## src/rtl/display_scan_ctrl.sv

```systemverilog
// display_scan_ctrl: scans N_DIG common-anode digits through one shared hex decoder
// Ports: clk; rst_n synchronous active-low reset; habil scan enable (0 = display off);
//   valor/cargar load a new value into the shadow register; supr_ceros blanks leading zeros;
//   listo high when no load is pending; bcd nibble for the shared decoder;
//   an active-low anodes; digito index of the current slot.
// Optional DISPLAY_SCAN_BLINK_EN adds input parpadeo[N_DIG-1:0] and parameter BLINK_FRAMES.
module display_scan_ctrl #(
  parameter int N_DIG = 4,
  parameter int DIV   = 50000,
  parameter int BLANK = 500
`ifdef DISPLAY_SCAN_BLINK_EN
  , parameter int BLINK_FRAMES = 64
`endif
) (
  input  logic                      clk,
  input  logic                      rst_n,
  input  logic                      habil,
  input  logic [4*N_DIG-1:0]        valor,
  input  logic                      cargar,
  input  logic                      supr_ceros,
`ifdef DISPLAY_SCAN_BLINK_EN
  input  logic [N_DIG-1:0]          parpadeo,
`endif
  output logic                      listo,
  output logic [3:0]                bcd,
  output logic [N_DIG-1:0]          an,
  output logic [(N_DIG > 1 ? $clog2(N_DIG) : 1)-1:0] digito
);
  localparam int DW = N_DIG > 1 ? $clog2(N_DIG) : 1;
  localparam int CW = $clog2(DIV);
  typedef enum logic [1:0] {APAGADO, BLANCO, ENCENDIDO} state_t;
  state_t state, state_n;
  logic [CW-1:0] cnt, cnt_n;
  logic [DW-1:0] dig_n;
  logic [4*N_DIG-1:0] pend, act, act_n;
  logic [N_DIG-1:0] lead0;
  logic wrap, frame, last, z, dark, blink_off;
  assign last = digito == DW'(N_DIG-1);
  // One counter spans the whole slot: blank while below BLANK, lit up to DIV-1.
  always_comb begin
    state_n = state;
    cnt_n = cnt;
    dig_n = digito;
    wrap = 1'b0;
    if (!habil) begin
      state_n = APAGADO;
      cnt_n = '0;
      dig_n = '0;
    end else begin
      unique case (state)
        APAGADO: begin
          state_n = BLANCO;
          cnt_n = '0;
          dig_n = '0;
        end
        BLANCO: begin
          cnt_n = cnt + 1'b1;
          state_n = cnt == CW'(BLANK-1) ? ENCENDIDO : BLANCO;
        end
        ENCENDIDO: begin
          cnt_n = cnt == CW'(DIV-1) ? '0 : cnt + 1'b1;
          state_n = cnt == CW'(DIV-1) ? BLANCO : ENCENDIDO;
          dig_n = cnt == CW'(DIV-1) ? (last ? '0 : digito + 1'b1) : digito;
          wrap = cnt == CW'(DIV-1) && last;
        end
        default: state_n = APAGADO;
      endcase
    end
  end
  // Entering the digit-0 blank, from a running scan or from off, is a frame boundary.
  assign frame = habil && (state == APAGADO || wrap);
  assign act_n = frame ? pend : act;
  always_ff @(posedge clk) begin
    if (!rst_n) begin
      state <= APAGADO;
      cnt <= '0;
      digito <= '0;
      pend <= '0;
      act <= '0;
      listo <= 1'b1;
      bcd <= '0;
    end else begin
      state <= state_n;
      cnt <= cnt_n;
      digito <= dig_n;
      act <= act_n;
      bcd <= act_n[4*dig_n +: 4];
      pend <= cargar ? valor : pend;
      listo <= cargar ? 1'b0 : (frame ? 1'b1 : listo);
    end
  end
  // lead0[k]: nibbles k..N_DIG-1 of the active value are all zero.
  always_comb begin
    lead0 = '0;
    z = 1'b1;
    for (int k = N_DIG-1; k >= 0; k--) begin
      z = z & (act[4*k +: 4] == 4'd0);
      lead0[k] = z;
    end
  end
`ifdef DISPLAY_SCAN_BLINK_EN
  localparam int FW = BLINK_FRAMES > 1 ? $clog2(BLINK_FRAMES) : 1;
  logic [FW-1:0] fcnt;
  logic phase;
  always_ff @(posedge clk) begin
    if (!rst_n || state == APAGADO || !habil) begin
      fcnt <= '0;
      phase <= 1'b0;
    end else if (wrap) begin
      fcnt <= fcnt == FW'(BLINK_FRAMES-1) ? '0 : fcnt + 1'b1;
      phase <= fcnt == FW'(BLINK_FRAMES-1) ? ~phase : phase;
    end
  end
  assign blink_off = phase && parpadeo[digito];
`else
  assign blink_off = 1'b0;
`endif
  assign dark = (supr_ceros && digito != '0 && lead0[digito]) || blink_off;
  assign an = state == ENCENDIDO && !dark ? ~(N_DIG'(1) << digito) : '1;
endmodule

```

## config.mk

```make
export PLATFORM = sky130hd
export DESIGN_NAME = display_scan_ctrl
export DESIGN_NICKNAME = d
export VERILOG_FILES = /design/src/rtl/display_scan_ctrl.sv
export SDC_FILE = /design/constraint.sdc
export NUM_CORES = 1
export LEC_CHECK = 0
export ABC_AREA = 1
export CORE_ASPECT_RATIO = 1.75
export CORE_MARGIN = 10
export CORE_UTILIZATION = 50
export CTS_CLUSTER_DIAMETER = 60
export DETAILED_ROUTE_END_ITERATION = 7
export PLACE_DENSITY = 0.86
export SLEW_MARGIN = 20
export SYNTH_ARGS = -nofsm -noshare
export SYNTH_HDL_FRONTEND = slang
export SYNTH_SLANG_ARGS = --single-unit
```

## constraint.sdc

```tcl
create_clock -name clk -period 1.6 [get_ports clk]
set_input_delay 0.48 -clock clk [delete_from_list [all_inputs] [get_ports clk]]
set_output_delay 0.48 -clock clk [all_outputs]
set_load 0.1 [all_outputs]
```

==> results.sh <==
export IMPL_skew_ps=14.9
export IMPL_h_tree_depth=3
export IMPL_n_fill_cell=67
export IMPL_start_kind="register"
export IMPL_io_pin_count=32
export IMPL_placed_area_um2=3760
export IMPL_synth_largest_area_cell="dfxtp_1"
export IMPL_clk_pin_slew_ps=80
export IMPL_totalWireLength_mm=16.8
export IMPL_rows=35
export IMPL_final_area_um2=5180
export IMPL_worstPathRequired_ps=1120
export IMPL_overflow=0
export IMPL_cts_max_path_buffers=2
export IMPL_cts_tree="built"
export IMPL_syn_avg_cell_area_um2=6.88
export IMPL_synth_xor_area_share_pct=0.633
export IMPL_die_w_um=76.2
export IMPL_synth_cell_types=30
export IMPL_leakage_nw=2.23
export IMPL_synth_top_family_by_area="simple AND/OR/NAND/NOR gates"
export IMPL_clock_root_buffer="clkbuf_8"
export IMPL_grt_pass1_wl_mm=16.5
export IMPL_diodes=0
export IMPL_clock_latency_ps=380
export IMPL_first_iter_violations=504
export IMPL_clock_sinks=57
export IMPL_via_count=3942
export IMPL_seq_power_share_pct=39.8
export IMPL_yosys_area_share_simple_pct=33.8
export IMPL_nNetsFinal=554
export IMPL_worst_pin_slew_ps=402
export IMPL_finalWorstSetupSlack_ps=-698
export IMPL_area_delta_synth_final_pct=87.4
export IMPL_drtPass1Iterations=5
export IMPL_drive_gt1_share_pct=55.5
export IMPL_fmax_mhz=435
export IMPL_drc_errors=0
export IMPL_antenna_found_initial=0
export IMPL_finalCritPeriodShare_pct=144
export IMPL_wl_per_cell_um=27.9
export IMPL_crit_fanout=3
export IMPL_initial_utilization_pct=52.2
export IMPL_layout_min_cycle_time_ps=2300
export IMPL_synth_top_cell_area_share_pct=41.2
export IMPL_ir_worst_vdd_mv=0.967
export IMPL_grt_pass1_vias=3636
export IMPL_regArea_um2=1170
export IMPL_gp_congestion=0.942
export IMPL_worstSetupPathType="register to output port"
export IMPL_finalHoldViolations=0
export IMPL_switching_power_mw=1.37
export IMPL_ys_warn_count=0
export IMPL_die_h_um=118
export IMPL_grt_usage_pct=22.3
export IMPL_core_area_um2=5300
export IMPL_ys_ff_latch=57
export IMPL_grt_max_degree=31
export IMPL_status="finished with violations"
export IMPL_maxSlewHeadroom_pct=73.2
export IMPL_hold_class="register to register"
export IMPL_synthMuxAreaShare_pct=0
export IMPL_dpl_hpwl_mm=5.56
export IMPL_synth_adder_area_share_pct=4.52
export IMPL_drv_cap=0
export IMPL_sw_frac_of_total_pct=35.2
export IMPL_power_internal_mw=2.52
export IMPL_cts_made_buffers=9
export IMPL_syn_num_nets=433
export IMPL_pwr_share_clk_pct=36.3
export IMPL_maxSlewViolCount=0
export IMPL_multiInputGateArea_um2=2210
export IMPL_vias_per_cell=6.55
export IMPL_hold_slack_ps=516
export IMPL_power_density_nw_per_um2=750
export IMPL_synth_area_um2=2770
export IMPL_most_common_layout_cells="inv_1 (49), buf_4 (49), dfxtp_1 (45)"
export IMPL_combPwrFrac_pct=23.9
export IMPL_finalSetupViolations=46
export IMPL_failed_checks="negative setup slack"
export IMPL_synthCells=402
export IMPL_cts_hold_buf=0
export IMPL_end_kind="output port"
export IMPL_antenna_left=0
export IMPL_portBuffers=31
export IMPL_dieArea_um2=9030
export IMPL_synth_area_leaders="dfxtp_1 (41%), nand2_1 (12%), inv_1 (8.1%)"
export IMPL_ys_seq_area_share_pct=41.2
export IMPL_cp_arrival_ps=1820
export IMPL_synth_compound_area_share_pct=9.50
export IMPL_rsz0062_at_grt="true"
-- cells by family after synthesis --
group	count (synthesis)
AOI/OAI and AO/OA	50
xor gates and xnor gates	2
adders and majority gates	10
buffers and inverters	73
DFF	57
and+or+nand+nor	210
-- power groups by stage --
stage / sequential (mW) / combinational (mW) / clock (mW)
floorplan: 1.61 / 0.225 / 0
global placement: 1.55 / 0.491 / 0
detailed placement: 1.55 / 0.508 / 0
CTS: 1.52 / 0.592 / 1.28
global route: 1.55 / 0.965 / 1.44
finish: 1.55 / 0.931 / 1.41
-- routing by layer --
metal	GRT usage, %	up-vias	share of wire (%)
met5	0	-	0
met4	17.6	0	12
met3	5.99	204	9.1
met2	41.0	431	48
met1	19.7	1776	30
li1	-	1531	-
-- cells in the mapped netlist --
library cell / n
nor2_2: 4
nor2_1: 58
buf_6: 1
nand4_1: 7
nand2_2: 1
nand3b_1: 5
xor2_1: 1
a211oi_1: 2
nor3b_1: 3
nor3_2: 1
clkbuf_1: 7
buf_1: 1
o22ai_1: 1
a21oi_1: 25
a21o_1: 1
xnor2_1: 1
inv_1: 60
o21bai_1: 1
nor4_1: 4
nand2_4: 2
ha_1: 10
o21ai_0: 19
a31oi_1: 1
inv_2: 2
nor3_1: 10
dfxtp_1: 57
nand3_2: 2
nand3_1: 25
buf_2: 2
nand2_1: 88
-- area by class of cell --
| type | instances | share of cell area (%) |
|---|---|---|
| multi-input combinational | 275 | 42.6 |
| timing repair buffer | 118 | 24.8 |
| sequential | 57 | 22.5 |
| inverter | 62 | 4.68 |
| clock buffer | 11 | 2.92 |
| tap | 74 | 1.79 |
| clock inverter | 5 | 0.724 |
-- critical path, stage by stage (launching register included) --
cell	delay [ps]
dfxtp_1	350
nor4_2	390
a21oi_1	120
nor2_2	190
a21oi_4	130
nand2_4	100
buf_12	170
-- stage by stage --
step	TNS (ps)	utilization, %	setup slack, ps	std cells	power (mW)
finish	-12550	97.8	-698	602	3.89
detailed placement	-10330	70.9	-606	557	2.06
global placement	-8830	70.9	-595	557	2.04
global route	-11840	97.8	-735	602	3.96
floorplan	-1860	-	-289	402	1.84
CTS	-2090	82.7	-593	586	3.39
-- path summary, 6_finish.rpt --
check,from,to,slack (ps),cells past startpoint
setup / recovery,act[10]$_SDFF_PN0_,an[1],-700,6
hold / removal,pend[13]$_SDFFE_PN0P_,pend[13]$_SDFFE_PN0P_,520,2
setup reg to reg,cnt[14]$_SDFFE_PN0P_,bcd[3]$_SDFF_PN0_,-520,13
hold reg to reg,pend[13]$_SDFFE_PN0P_,pend[13]$_SDFFE_PN0P_,520,2
-- flip-flops by register name, summed over array words and instances, names as in the netlist --
name,count
bcd,4
listo,1
pend,16
act,16
cnt,16
digito,2
state,2
-- timing repair --
| action | in CTS | in global routing |
|---|---|---|
| pin swaps | 45 | 65 |
| gates cloned | 1 | 2 |
| endpoints found under the setup margin | 36 | 38 |
| setup buffers | 14 | 18 |
| gates resized for setup | 80 | 175 |
(Power assumes the default switching activity.)
